File: config.mk
export PLATFORM = sky130hd
export DESIGN_NAME = wb_mem_master_flat
export DESIGN_NICKNAME = d
export VERILOG_FILES = /design/src/rtl/wb_pkg.sv /design/src/rtl/WB4.sv /design/src/rtl/wb_lane_align.sv /design/src/rtl/wb_mem_master.sv /design/src/flat_wrapper.sv
export SDC_FILE = /design/constraint.sdc
export NUM_CORES = 1
export LEC_CHECK = 0
export CORE_MARGIN = 3
export CORE_UTILIZATION = 47
export DETAILED_ROUTE_END_ITERATION = 7
export GPL_TIMING_DRIVEN = 0
export HOLD_SLACK_MARGIN = 0.03
export PLACE_DENSITY_LB_ADDON = 0.12
export SYNTH_ARGS = -nofsm -noshare
export SYNTH_HDL_FRONTEND = slang
export SYNTH_SLANG_ARGS = --single-unit
File: constraint.sdc
create_clock -name clk -period 2.9 [get_ports clk]
set_clock_uncertainty 0.1 [all_clocks]
set_input_delay 0.435 -clock clk [delete_from_list [all_inputs] [get_ports clk]]
set_output_delay 0.435 -clock clk [all_outputs]
set_load 0.02 [all_outputs]
File: src/rtl/wb_pkg.sv
// Shared types and helpers for the Wishbone load/store initiator.
package wb_pkg;

  // Access size as encoded on req_size.
  typedef enum logic [1:0] {
    SIZE_B = 2'b00,
    SIZE_H = 2'b01,
    SIZE_W = 2'b10,
    SIZE_X = 2'b11
  } size_e;

  // Initiator FSM states.
  typedef enum logic [2:0] {
    StIdle   = 3'd0,
    StRd     = 3'd1,
    StWr     = 3'd2,
    StRmwRd  = 3'd3,
    StRmwGap = 3'd4,
    StRmwWr  = 3'd5,
    StResp   = 3'd6
  } state_e;

  // True when the request can never be issued on the bus: a misaligned half or word,
  // or the illegal size encoding.
  function automatic logic misaligned(input size_e size, input logic [1:0] addr_lo);
    case (size)
      SIZE_B:  return 1'b0;
      SIZE_H:  return addr_lo[0];
      SIZE_W:  return addr_lo != 2'b00;
      default: return 1'b1;
    endcase
  endfunction

endpackage

File: src/rtl/WB4.sv
// Wishbone B4 classic bus bundle (32-bit data, word addressed, no byte selects).
interface WB4;
  logic [31:0] ADR;
  logic [31:0] DAT_O;
  logic [31:0] DAT_I;
  logic        WE;
  logic        STB;
  logic        CYC;
  logic        ACK;

  modport master (
    output ADR, DAT_O, WE, STB, CYC,
    input  DAT_I, ACK
  );

  modport slave (
    input  ADR, DAT_O, WE, STB, CYC,
    output DAT_I, ACK
  );
endinterface

File: src/rtl/wb_lane_align.sv
// Byte-lane steering: extracts and extends load data from a bus word, and merges
// sub-word store data into a previously read bus word.
module wb_lane_align
  import wb_pkg::*;
(
  input  logic [31:0] word,
  input  logic [1:0]  addr,
  input  size_e       size,
  input  logic        is_unsigned,
  input  logic [31:0] wdata,
  output logic [31:0] rdata_ext,
  output logic [31:0] merged_word
);

  logic [31:0] shifted;

  // Load path: bring the addressed lane down to bit 0, then sign- or zero-extend.
  always_comb begin
    shifted   = word >> {addr, 3'b000};
    rdata_ext = word;
    case (size)
      SIZE_B:  rdata_ext = {{24{~is_unsigned & shifted[7]}}, shifted[7:0]};
      SIZE_H:  rdata_ext = {{16{~is_unsigned & shifted[15]}}, shifted[15:0]};
      default: rdata_ext = word;
    endcase
  end

  // Store path: overwrite only the addressed byte or half of the read word.
  always_comb begin
    merged_word = word;
    case (size)
      SIZE_B:  merged_word[{addr, 3'b000} +: 8]     = wdata[7:0];
      SIZE_H:  merged_word[{addr[1], 4'b0000} +: 16] = wdata[15:0];
      default: merged_word = wdata;
    endcase
  end

endmodule

File: src/rtl/wb_mem_master.sv
// Wishbone classic initiator for the core load/store port. One request at a time,
// sub-word stores done as a locked read-modify-write, and a no-ACK timeout.
module wb_mem_master
  import wb_pkg::*;
#(
  parameter int unsigned TIMEOUT_CYCLES = 255
) (
  input  logic        clk,
  input  logic        rst,
  input  logic        req_valid,
  output logic        req_ready,
  input  logic        req_we,
  input  logic [1:0]  req_size,
  input  logic        req_unsigned,
  input  logic [31:0] req_addr,
  input  logic [31:0] req_wdata,
  output logic        resp_valid,
  output logic [31:0] resp_rdata,
  output logic        resp_err,
  WB4.master          wb
);

  // A disabled timeout still needs a legal one-bit counter.
  localparam int unsigned TO_W = (TIMEOUT_CYCLES > 0) ? $clog2(TIMEOUT_CYCLES + 1) : 1;
  // Count value in the last permitted STB cycle; STB is high exactly TIMEOUT_CYCLES cycles.
  localparam logic [TO_W-1:0] TO_LAST = TO_W'(TIMEOUT_CYCLES - 1);

  state_e          state_q, state_d;
  logic            we_q, we_d;
  size_e           size_q, size_d;
  logic            uns_q, uns_d;
  logic [31:0]     addr_q, addr_d;
  logic [31:0]     wdata_q, wdata_d;
  logic [31:0]     rdat_q, rdat_d;
  logic            err_q, err_d;
  logic [TO_W-1:0] to_cnt_q, to_cnt_d;

  logic        strobe;
  logic        to_hit;
  logic [31:0] rdata_ext;
  logic [31:0] merged_word;

  assign strobe = (state_q == StRd) || (state_q == StWr) ||
                  (state_q == StRmwRd) || (state_q == StRmwWr);
  assign to_hit = (TIMEOUT_CYCLES != 0) && (to_cnt_q == TO_LAST);

  // The merged store word is a pure function of the captured read word, so it is
  // settled during the gap cycle and held stable through the write strobe.
  wb_lane_align u_lane_align (
    .word        (rdat_q),
    .addr        (addr_q[1:0]),
    .size        (size_q),
    .is_unsigned (uns_q),
    .wdata       (wdata_q),
    .rdata_ext   (rdata_ext),
    .merged_word (merged_word)
  );

  // Next-state: request latch, ACK handling and timeout abort.
  always_comb begin
    state_d  = state_q;
    we_d     = we_q;
    size_d   = size_q;
    uns_d    = uns_q;
    addr_d   = addr_q;
    wdata_d  = wdata_q;
    rdat_d   = rdat_q;
    err_d    = err_q;
    to_cnt_d = to_cnt_q;
    case (state_q)
      StIdle: begin
        if (req_valid) begin
          we_d     = req_we;
          size_d   = size_e'(req_size);
          uns_d    = req_unsigned;
          addr_d   = req_addr;
          wdata_d  = req_wdata;
          err_d    = misaligned(size_e'(req_size), req_addr[1:0]);
          to_cnt_d = '0;
          if (err_d) begin
            state_d = StResp;
          end else if (!req_we) begin
            state_d = StRd;
          end else if (size_e'(req_size) == SIZE_W) begin
            state_d = StWr;
          end else begin
            state_d = StRmwRd;
          end
        end
      end
      StRd, StWr, StRmwRd, StRmwWr: begin
        // ACK beats a simultaneous timeout expiry.
        if (wb.ACK) begin
          if ((state_q == StRd) || (state_q == StRmwRd)) begin
            rdat_d = wb.DAT_I;
          end
          state_d = (state_q == StRmwRd) ? StRmwGap : StResp;
        end else if (to_hit) begin
          err_d   = 1'b1;
          state_d = StResp;
        end else begin
          to_cnt_d = to_cnt_q + 1'b1;
        end
      end
      StRmwGap: begin
        // Bus stays locked; a held ACK from the read is absorbed here.
        to_cnt_d = '0;
        state_d  = StRmwWr;
      end
      StResp: begin
        state_d = StIdle;
      end
      default: begin
        state_d = StIdle;
      end
    endcase
  end

  // State registers with synchronous reset; reset abandons any access in flight.
  always_ff @(posedge clk) begin
    if (rst) begin
      state_q  <= StIdle;
      we_q     <= 1'b0;
      size_q   <= SIZE_B;
      uns_q    <= 1'b0;
      addr_q   <= '0;
      wdata_q  <= '0;
      rdat_q   <= '0;
      err_q    <= 1'b0;
      to_cnt_q <= '0;
    end else begin
      state_q  <= state_d;
      we_q     <= we_d;
      size_q   <= size_d;
      uns_q    <= uns_d;
      addr_q   <= addr_d;
      wdata_q  <= wdata_d;
      rdat_q   <= rdat_d;
      err_q    <= err_d;
      to_cnt_q <= to_cnt_d;
    end
  end

  assign wb.CYC   = strobe || (state_q == StRmwGap);
  assign wb.STB   = strobe;
  assign wb.WE    = (state_q == StWr) || (state_q == StRmwWr);
  assign wb.ADR   = {2'b00, addr_q[31:2]};
  assign wb.DAT_O = (state_q == StRmwWr) ? merged_word : wdata_q;

  // Response outputs are decoded straight from the state, so RESP lasts one cycle.
  always_comb begin
    req_ready  = (state_q == StIdle);
    resp_valid = (state_q == StResp);
    resp_err   = (state_q == StResp) && err_q;
    resp_rdata = ((state_q == StResp) && !err_q && !we_q) ? rdata_ext : '0;
  end

endmodule

File: src/flat_wrapper.sv
// flat-port wrapper written by rule: the top's interface ports become plain ports
module wb_mem_master_flat import wb_pkg::*;
#(
  parameter int unsigned TIMEOUT_CYCLES = 255
)
  (clk, rst, req_valid, req_ready, req_we, req_size, req_unsigned, req_addr, req_wdata, resp_valid, resp_rdata, resp_err, wb_ADR, wb_DAT_O, wb_WE, wb_STB, wb_CYC, wb_DAT_I, wb_ACK);
  WB4 wb_i ();
  input  logic clk;
  input  logic rst;
  input  logic req_valid;
  output logic req_ready;
  input  logic req_we;
  input  logic [1:0] req_size;
  input  logic req_unsigned;
  input  logic [31:0] req_addr;
  input  logic [31:0] req_wdata;
  output logic resp_valid;
  output logic [31:0] resp_rdata;
  output logic resp_err;
  output wire logic [$bits(wb_i.ADR)-1:0] wb_ADR;
  output wire logic [$bits(wb_i.DAT_O)-1:0] wb_DAT_O;
  output wire logic [$bits(wb_i.WE)-1:0] wb_WE;
  output wire logic [$bits(wb_i.STB)-1:0] wb_STB;
  output wire logic [$bits(wb_i.CYC)-1:0] wb_CYC;
  input wire logic [$bits(wb_i.DAT_I)-1:0] wb_DAT_I;
  input wire logic [$bits(wb_i.ACK)-1:0] wb_ACK;
  assign wb_ADR = wb_i.ADR;
  assign wb_DAT_O = wb_i.DAT_O;
  assign wb_WE = wb_i.WE;
  assign wb_STB = wb_i.STB;
  assign wb_CYC = wb_i.CYC;
  assign wb_i.DAT_I = wb_DAT_I;
  assign wb_i.ACK = wb_ACK;
  wb_mem_master #(.TIMEOUT_CYCLES(TIMEOUT_CYCLES)) u_core (.clk(clk), .rst(rst), .req_valid(req_valid), .req_ready(req_ready), .req_we(req_we), .req_size(req_size), .req_unsigned(req_unsigned), .req_addr(req_addr), .req_wdata(req_wdata), .resp_valid(resp_valid), .resp_rdata(resp_rdata), .resp_err(resp_err), .wb(wb_i));
endmodule
Word level (Yosys, flattened, before mapping)
Cells that the tools add are included.

Flip-flop bits (word level): 112. Logic and storage cells: 83. Bits of input ports: 104.

Multiplexer cells: 25. Equal/unequal tests: 15. Reductions and logical operators: 23. Shift operators: 5. Bitwise logic cells: 3. Add/sub/neg operators: 3.

Operators by type and width (number): 32-bit case mux with 2 select lines (2); 32-bit bitwise mux (2); 32-bit two-way mux (2); 16-bit by 7-bit variable shift with 32-bit output, first input constant (1); 8-bit by 7-bit variable shift with 32-bit output, first input constant (1); 16-bit by 7-bit variable part select with 32-bit output (1); 8-bit by 7-bit variable part select with 32-bit output (1); 32-bit by 5-bit >> shifter with 16-bit output (1); 8-bit two-way mux (3); 8-bit case mux with 3 select lines (1); 3-bit two-way mux (5); 5-bit negation with 7-bit output (2); 3-bit == test, second input constant (3); 3-bit case mux with 3 select lines (1); 8-bit by 1-bit adder with 8-bit output, second input constant (1); 8-bit == test, second input constant (1); 4-bit AND reduction (2); 3-bit by 2-bit == test with 1-bit output, second input constant (2); 1-bit logical OR (6); 1-bit two-way mux (6); 2-bit != test, second input constant (3); 2-bit by 1-bit == test with 1-bit output, second input constant (2); 2-bit logical NOT (2); 2-bit AND reduction (2); other kinds (16) (21).

Longest topological paths before layout
Gate-level depths: netlist of the first run.

Depth after elaboration: 7. Gate-level depth with buffers: 10. Mapped depth without buffers: 7.

By module
Synthesis of the first run repeated with hierarchy kept, for this count alone.

Cell total of the unflattened synthesis: 916. Area total of the unflattened synthesis: 6921.6 µm².

By module, submodules not included: wb_mem_master (area each 5103.6 µm², sequential area each 2242.2 µm², instances 1, cells an instance 641); wb_lane_align (area each 1818.0 µm², sequential area each 0.0 µm², instances 1, cells an instance 275).

Least setup slack after synthesis of the first run
No wires, ideal clock.

Path kind: register to output. From: register u_core.addr_q[0]. To: output port wb_DAT_O[11]. Data required time: 2365 ps. Data arrival time: 2260 ps. Path slack: 105 ps. Cell stages (with the launch flop): 8. Path buffers: 1. Cell sequence: dfxtp_1 -> inv_2 -> clkbuf_1 -> ha_1 -> nor4b_2 -> a221o_1 -> o21ai_0 -> a21oi_1.

Longest elaborated chain between the ends: 5. Elaborated cells on any way between the ends: 6.

Ends and longest elaborated chain: from (decl) (RTL line wb_mem_master.sv:32) `logic [31:0] addr_q, addr_d;`; from (signal assigned) (RTL line wb_mem_master.sv:136) `addr_q <= addr_d;`; 5-bit negation with 7-bit output (*) (RTL line wb_lane_align.sv:32) `SIZE_B: merged_word[{addr, 3'b000} +: 8] = wdata[7:0];`; 8-bit by 7-bit variable part select with 32-bit output or 8-bit by 7-bit variable shift with 32-bit output (tied branches) (RTL line wb_lane_align.sv:32); 32-bit bitwise mux (*) (RTL line wb_lane_align.sv:32); 32-bit case mux with 2 select lines (*) (RTL line wb_lane_align.sv:31) `case (size)`; 32-bit two-way mux (*) (RTL line wb_mem_master.sv:148) `assign wb.DAT_O = (state_q == StRmwWr) ? merged_word : wdata_q;`; to (decl) (RTL line flat_wrapper.sv:21) `output wire logic [$bits(wb_i.DAT_O)-1:0] wb_DAT_O;`.

Every way passes the cells marked *; elsewhere a longest branch is shown, timed or not.

Worst setup path in the final report of the first run
From: register u_core.rdat_q[23]. To: output port resp_rdata[31].

Longest elaborated chain between the ends: 4. Elaborated cells on any way between the ends: 5.

Ends and longest elaborated chain: from (decl) (RTL line wb_mem_master.sv:34) `logic [31:0] rdat_q, rdat_d;`; from (signal assigned) (RTL line wb_mem_master.sv:138) `rdat_q <= rdat_d;`; 32-bit by 5-bit >> shifter with 16-bit output (*) (RTL line wb_lane_align.sv:19) `shifted = word >> {addr, 3'b000};`; 1-bit bitwise AND (on tied branches) (RTL line wb_lane_align.sv:23, wb_lane_align.sv:22); 32-bit case mux with 2 select lines (*) (RTL line wb_lane_align.sv:21) `case (size)`; 32-bit two-way mux (*) (RTL line wb_mem_master.sv:155) `resp_rdata = ((state_q == StResp) && !err_q && !we_q) ? rdata_ext : '0;`; to (decl) (RTL line flat_wrapper.sv:18) `output logic [31:0] resp_rdata;`.

Marked as above.

==> out/results.ini, run 1 <==
[run_status]
status=complete, but fails checks
violations=negative setup slack

[cts]
cts_root_buffer=clkbuf_16
numCtsBuffers=9
tritoncts=done
clock-sinks=112
clkSlewWorstSetupHoldPaths_ns=0.07
cts-hold-fix-buffers=0
htreeDepth=3
clk_latency_ns=0.36
ctsLongestPathBuffers=2

[critical_path]
cp.required_ns=2.37
cp-endpoint=resp_rdata[31]
arrival_ns=2.51
startpoint_type=register
cp-end-kind=primary output
crit_type=register to primary output
r2r-end=u_core.to_cnt_q[7]
crit_start=u_core.rdat_q[23]
crit_slowest_cell=dfxtp_1
path_max_fanout=6
r2r-start=u_core.to_cnt_q[0]
critical_path.top_delay_family=compound AO/OA/AOI/OAI gates
crit_buf_inv=2
cp_slowest_stage_delay_ns=0.47
worstPathCellList=mux2i_1, mux2i_1, nand2_1, a2111oi_4, buf_4, a21o_1, clkdlybuf4s15_1
r2r_setup_slack_ns=0.75
crit_cells=7
crit_top_cell=mux2i_1
rr_worst_depth=7

[placement]
dpl.cell_count=1210
pre_cts_ws_ns=-0.770
port_buffers=202
gp_congestion=0.958
dp_hpwl_um=15900

[floorplanning]
initial_utilization=0.486
num_io_pins=206
placementRows=41
dieHeight_um=121
fp.dieW_um=121
core_area_um2=12800
die_area_um2=14600

[synth]
syn_area_um2=6210
synth_cell_types=54
netlist_instances=835
synth_ff_type=dfxtp_1
async_reset_ff_frac=0
synth_warnings=0
seq_area_frac_synth=0.361
syn_avg_cell_area_um2=7.44
ys_seq_elements=112
synth_edf_count=0

[sta]
slew_violations=0
relSlewSlack=0.543
fmax_ghz=0.328
tns_ns=-1.61
grt_setup_unrepaired=true
final_hold_viol_count=0
period_minus_slack_ns=3.05
period_share=1.05
fin_ws_ns=-0.146
worstMarginPinSlew_ns=0.686
holdWs_ns=0.354
setup_violations=21

[grt]
grt_overflow_total=0
grt_use_total=0.278
grt_pass1_wl_um=32000
antenna_found_initial=0
grt_max_degree=19
grt_pass1_vias=6306

[layout]
area_growth_pct=46.3
drive_above_1_share=0.175
nets=1183
diodes=0
fin_cells=1248

[drt]
drc=0
antenna_left=0
drt-pass1-iter-count=8
vias_per_cell=5.51
wl_um=22000
wire_per_inst_um=17.6
drtIter0Drc=625
vias=6871

[flow_run]
drv_cap=0

[pwr]
powerDensity_nw_per_um2=693
power_leakage_nw=3.58
ir_drop_mv=0.493

[min_path]
hold_path_class=register to register

==> layer usage <==
layer,part of all wire,vias to the layer above,track usage
met1,0.38,3106,0.330
li1,-,3320,-
met3,0.10,78,0.0900
met4,0.042,0,0.0992
met2,0.48,367,0.469
met5,0,-,0
==> power by group <==
group	internal (mW)	total (mW)	switching, mW
clock	0.615	1.20	0.586
sequential	1.81	2.12	0.306
combinational	1.29	2.98	1.69
==> cells by family (layout without fill, tap and decap cells) <==
logic type               after synthesis  after routing  share of synthesized area
XOR/XNOR                               3              3                    0.00423
multiplexers                          27             27                     0.0435
flip-flops                           112            112                      0.361
buffers and inverters                109            349                     0.0945
adder cells (fa/ha/maj)                7              7                     0.0141
AO/OA/AOI/OAI                        259            259                      0.263
AND/OR/NAND/NOR                      317            317                      0.219
other                                  1              2                   0.000604
==> flip-flops by register name, summed over array words and instances, names as in the netlist <==
signal and count:
u_core.addr_q 32, u_core.err_q 1, u_core.size_q 2, u_core.to_cnt_q 8
u_core.rdat_q 32, u_core.we_q 1, u_core.uns_q 1, u_core.wdata_q 32
u_core.state_q 3
==> worst min path at each step <==
stage	from	endpoint	slack, ns	cells after the start
CTS	u_core.addr_q[11]	u_core.addr_q[11]	0.36	2
detailed placement	u_core.addr_q[11]	u_core.addr_q[11]	0.35	2
global route	u_core.wdata_q[28]	u_core.wdata_q[28]	0.37	2
finish	u_core.addr_q[17]	u_core.addr_q[17]	0.35	2
global placement	u_core.addr_q[31]	u_core.addr_q[31]	0.34	2
floorplan	u_core.wdata_q[30]	u_core.wdata_q[30]	0.34	2
==> tightest hold or removal path, stage by stage (launching register included) <==
cell	delay, ns
dfxtp_1	0.31
nand2_1	0.05
a21oi_1	0.05
==> placed cells by master, fill, tap and decap left out, drive strengths merged, types with 2 or more instances in the layout <==
| master | netlist | final |
|---|---|---|
| a211oi | 6 | 6 |
| a21o | 22 | 22 |
| a21oi | 134 | 134 |
| a221o | 5 | 5 |
| a221oi | 13 | 13 |
| a22o | 12 | 12 |
| a22oi | 6 | 6 |
| and2 | 3 | 3 |
| and3 | 6 | 6 |
| buf | 55 | 113 |
| clkbuf | 37 | 54 |
| clkdlybuf4s15 | 0 | 3 |
| clkdlybuf4s50 | 0 | 139 |
| clkinvlp | 0 | 2 |
| conb | 1 | 2 |
| dfxtp | 112 | 112 |
| dlygate4sd1 | 0 | 2 |
| dlygate4sd2 | 0 | 15 |
| dlymetal6s2s | 0 | 2 |
| ha | 7 | 7 |
| inv | 16 | 18 |
| mux2i | 27 | 27 |
| nand2 | 246 | 246 |
| nand2b | 3 | 3 |
| nand3 | 4 | 4 |
| nand3b | 3 | 3 |
| nand4 | 3 | 3 |
| nor2 | 24 | 24 |
| nor2b | 10 | 10 |
| nor3 | 3 | 3 |
| o21a | 12 | 12 |
| o21ai | 26 | 26 |
| o21bai | 2 | 2 |
| o221ai | 11 | 11 |
| o2bb2ai | 5 | 5 |
| or3 | 5 | 5 |
| xnor2 | 3 | 3 |
==> cell type report <==
| type | instances | area (um^2) |
|---|---|---|
| Clock inverter | 4 | 36.3 |
| Timing Repair Buffer | 226 | 2090 |
| Sequential cell | 112 | 2250 |
| Tap cell | 172 | 215 |
| Clock buffer | 11 | 243 |
| Multi-Input combinational cell | 615 | 3610 |
| Buffer | 91 | 553 |
| Fill cell | 1093 | 3690 |
| Inverter | 17 | 77.6 |
==> through the flow <==
step / power [mW] / utilization / instance area [um^2]
final: 6.30 / 0.711 / 9090
after global routing: 6.64 / 0.711 / 9090
after CTS: 6.11 / 0.693 / 8850
after detailed placement: 4.90 / 0.662 / 8450
after global placement: 4.88 / 0.662 / 8450
after floorplan: 3.81 / - / 6210
==> Yosys cell counts (3+ instances only) <==
library cell	count	area, um^2
dfxtp_1	112	2240
buf_6	3	33.8
and2_1	3	18.8
buf_2	13	65.1
clkbuf_1	37	139
nand2_1	244	916
nor2_1	22	82.6
o21ai_0	24	120
o21a_1	12	90.1
nand3b_1	3	22.5
buf_4	37	278
a21o_1	22	165
nor2b_1	10	62.6
a21oi_1	133	666
a221oi_1	13	114
a221o_1	5	50.1
mux2i_1	27	270
nand3_1	4	20.0
inv_1	14	52.6
or3_1	5	31.3
a211oi_1	6	45.0
o221ai_1	11	96.3
nor3_1	3	15.0
a22oi_1	6	45.0
xnor2_1	3	26.3
o2bb2ai_1	5	43.8
ha_1	7	87.6
and3_1	6	37.5
nand4_1	3	18.8
a22o_1	12	105
==> timing repair <==
item,4_1_cts,5_1_grt
pin swaps,21,18
gates resized for setup,208,101
endpoints found under the setup margin,64,51
buffers inserted,13,11
(Power assumes the default switching activity.)
==> run 2: changes to the inputs <==
--- a/config.mk
+++ b/config.mk
@@ -5,6 +5,7 @@
 export SDC_FILE = /design/constraint.sdc
 export NUM_CORES = 1
 export LEC_CHECK = 0
+export CORE_ASPECT_RATIO = 0.7
 export CORE_MARGIN = 3
 export CORE_UTILIZATION = 47
 export DETAILED_ROUTE_END_ITERATION = 7
@@ -14,3 +15,4 @@
 export SYNTH_ARGS = -nofsm -noshare
 export SYNTH_HDL_FRONTEND = slang
 export SYNTH_SLANG_ARGS = --single-unit
+export TNS_END_PERCENT = 50
==> constraint.sdc (replaced) <==
create_clock -name clk -period 3.4 [get_ports clk]
set_clock_uncertainty 0.1 [all_clocks]
set_input_delay 0.51 -clock clk [delete_from_list [all_inputs] [get_ports clk]]
set_output_delay 0.51 -clock clk [all_outputs]
set_load 0.02 [all_outputs]
==> out/results.ini, run 2 (synthesis gave the netlist of run 1 again) <==
[run_status]
status=complete, but fails checks
violations=negative setup slack

[critical_path]
cp_slowest_stage_delay_ns=0.70
crit_buf_inv=1
crit_type=register to primary output
arrival_ns=2.81
cp-end-kind=primary output
cp.required_ns=2.79
critical_path.top_delay_family=compound AO/OA/AOI/OAI gates
startpoint_type=register
crit_top_cell=mux2i_1
crit_slowest_cell=clkdlybuf4s50_1
path_max_fanout=8
worstPathCellList=mux2i_1, mux2i_1, nand2_1, o21a_1, a221oi_1, clkdlybuf4s50_1

[drt]
drc=0
drtIter0Drc=733
wl_um=22400
vias_per_cell=5.57
vias=6797
drt-pass1-iter-count=7
wire_per_inst_um=18.4
antenna_left=0

[layout]
mostFrequentLayoutCell=nand2_1
area_growth_pct=41.2
final_area_um2=8770
nets=1165
fin_util=0.692
diodes=0
drive_above_1_share=0.103
fillerInstances=1083
reg_top3=u_core.addr_q: 32 flops, u_core.rdat_q: 32 flops, u_core.wdata_q: 32 flops
layout_common_cells=nand2_1 (244), clkdlybuf4s50_1 (162), a21oi_1 (133)

[grt]
grt_max_degree=21
grt_pass1_vias=6069
grt_use_total=0.294
antenna_found_initial=0
grt_overflow_total=0
grt_pass1_wl_um=33200

[placement]
gp_congestion=0.942
place_area_um2=8440
port_buffers=202
dp_hpwl_um=17100
pre_cts_ws_ns=-0.366

[pwr]
pwr-share-seq=0.341
switching_share=0.414
p_int_mw=3.08
power_leakage_nw=3.46
power.net_switching_mw=2.17
combPwrFrac=0.456
power_frac_clock=0.202
powerDensity_nw_per_um2=598
ir_drop_mv=0.288

[sta]
fmax_ghz=0.292
fin_ws_ns=-0.0208
final_hold_viol_count=0
period_share=1.01
setup_violations=2
worstMarginPinSlew_ns=0.692
grt_setup_unrepaired=true
slew_violations=0
relSlewSlack=0.539
period_minus_slack_ns=3.42
holdWs_ns=0.356

[cts]
clk_latency_ns=0.36
numCtsBuffers=9
tritoncts=done
cts_root_buffer=clkbuf_16
clkSlewWorstSetupHoldPaths_ns=0.08
ctsLongestPathBuffers=2
htreeDepth=3
clock-sinks=112

[floorplanning]
core_area_um2=12700
placementRows=34
die_area_um2=14600
fp.dieW_um=143
dieHeight_um=102
initial_utilization=0.490
num_io_pins=206

[flow_run]
drv_cap=0

[min_path]
hold_path_class=register to register

-- run 2: changes by cell type in the layout (fill, tap and decap cells not counted), sizes merged --
cell / change
buf: -53
clkdlybuf4s50: +23
dlygate4sd2: +5
clkbuf: +4
dlymetal6s2s: +4
clkinv: +3
clkinvlp: -2
dlygate4sd1: -2
inv: +1
-- run 2: area by class of cell --
cell class	instances	area (um^2)	share of cell area
well taps	162	203	0.0231
clock inverters	6	58.8	0.00671
flip-flops and latches	112	2240	0.256
repair buffers	207	1990	0.227
clock buffers	10	239	0.0273
plain buffers	92	534	0.0609
inverters	17	65.1	0.00742
multi-input cells	615	3430	0.391
-- run 2: worst paths after layout --
kind | endpoint | startpoint | slack [ns] | depth (start not counted)
worst max-delay path | resp_rdata[9] | u_core.rdat_q[7] | -0.02 | 6
worst min-delay path | u_core.addr_q[11] | u_core.addr_q[11] | 0.36 | 2
worst max register to register | u_core.to_cnt_q[3] | u_core.to_cnt_q[0] | 1.25 | 7
worst min register to register | u_core.addr_q[11] | u_core.addr_q[11] | 0.36 | 2
-- run 2: tightest hold or removal path, cell delays in order (launching register included) --
cell and delay (ns):
dfxtp_1 0.31, nand2_1 0.05, a21oi_1 0.05
-- run 2: power groups by stage --
stage / clock network, mW / logic [mW] / registers (mW)
after floorplan: 0 / 1.54 / 1.70
after global placement: 0 / 2.38 / 1.79
after detailed placement: 0 / 2.40 / 1.80
after CTS: 1.07 / 2.37 / 1.77
after global routing: 1.12 / 2.59 / 1.81
final: 1.06 / 2.39 / 1.79
-- run 2: through the flow --
stage	setup TNS [ns]	instances	total power, mW
detailed placement	-5.60	1200	4.20
CTS	0	1219	5.21
floorplan	0	836	3.25
finish	-0.0310	1221	5.25
global placement	-5.85	1200	4.18
global route	-1.57	1221	5.52
-- run 2: routing by layer --
layer | part of all wire | global-route usage | wire length, um
met3 | 0.15 | 0.103 | 3280
met2 | 0.40 | 0.417 | 9040
met4 | 0.012 | 0.0579 | 267
met1 | 0.44 | 0.431 | 9840
met5 | 0 | 0 | 0
-- run 2: timing repair --
item,in CTS,in global routing
pin swaps,3,1
buffers inserted,3,2
hold endpoints to repair,0,0
gates cloned,0,0
hold buffers,0,0
gates resized for setup,46,37
setup endpoints to repair,47,52
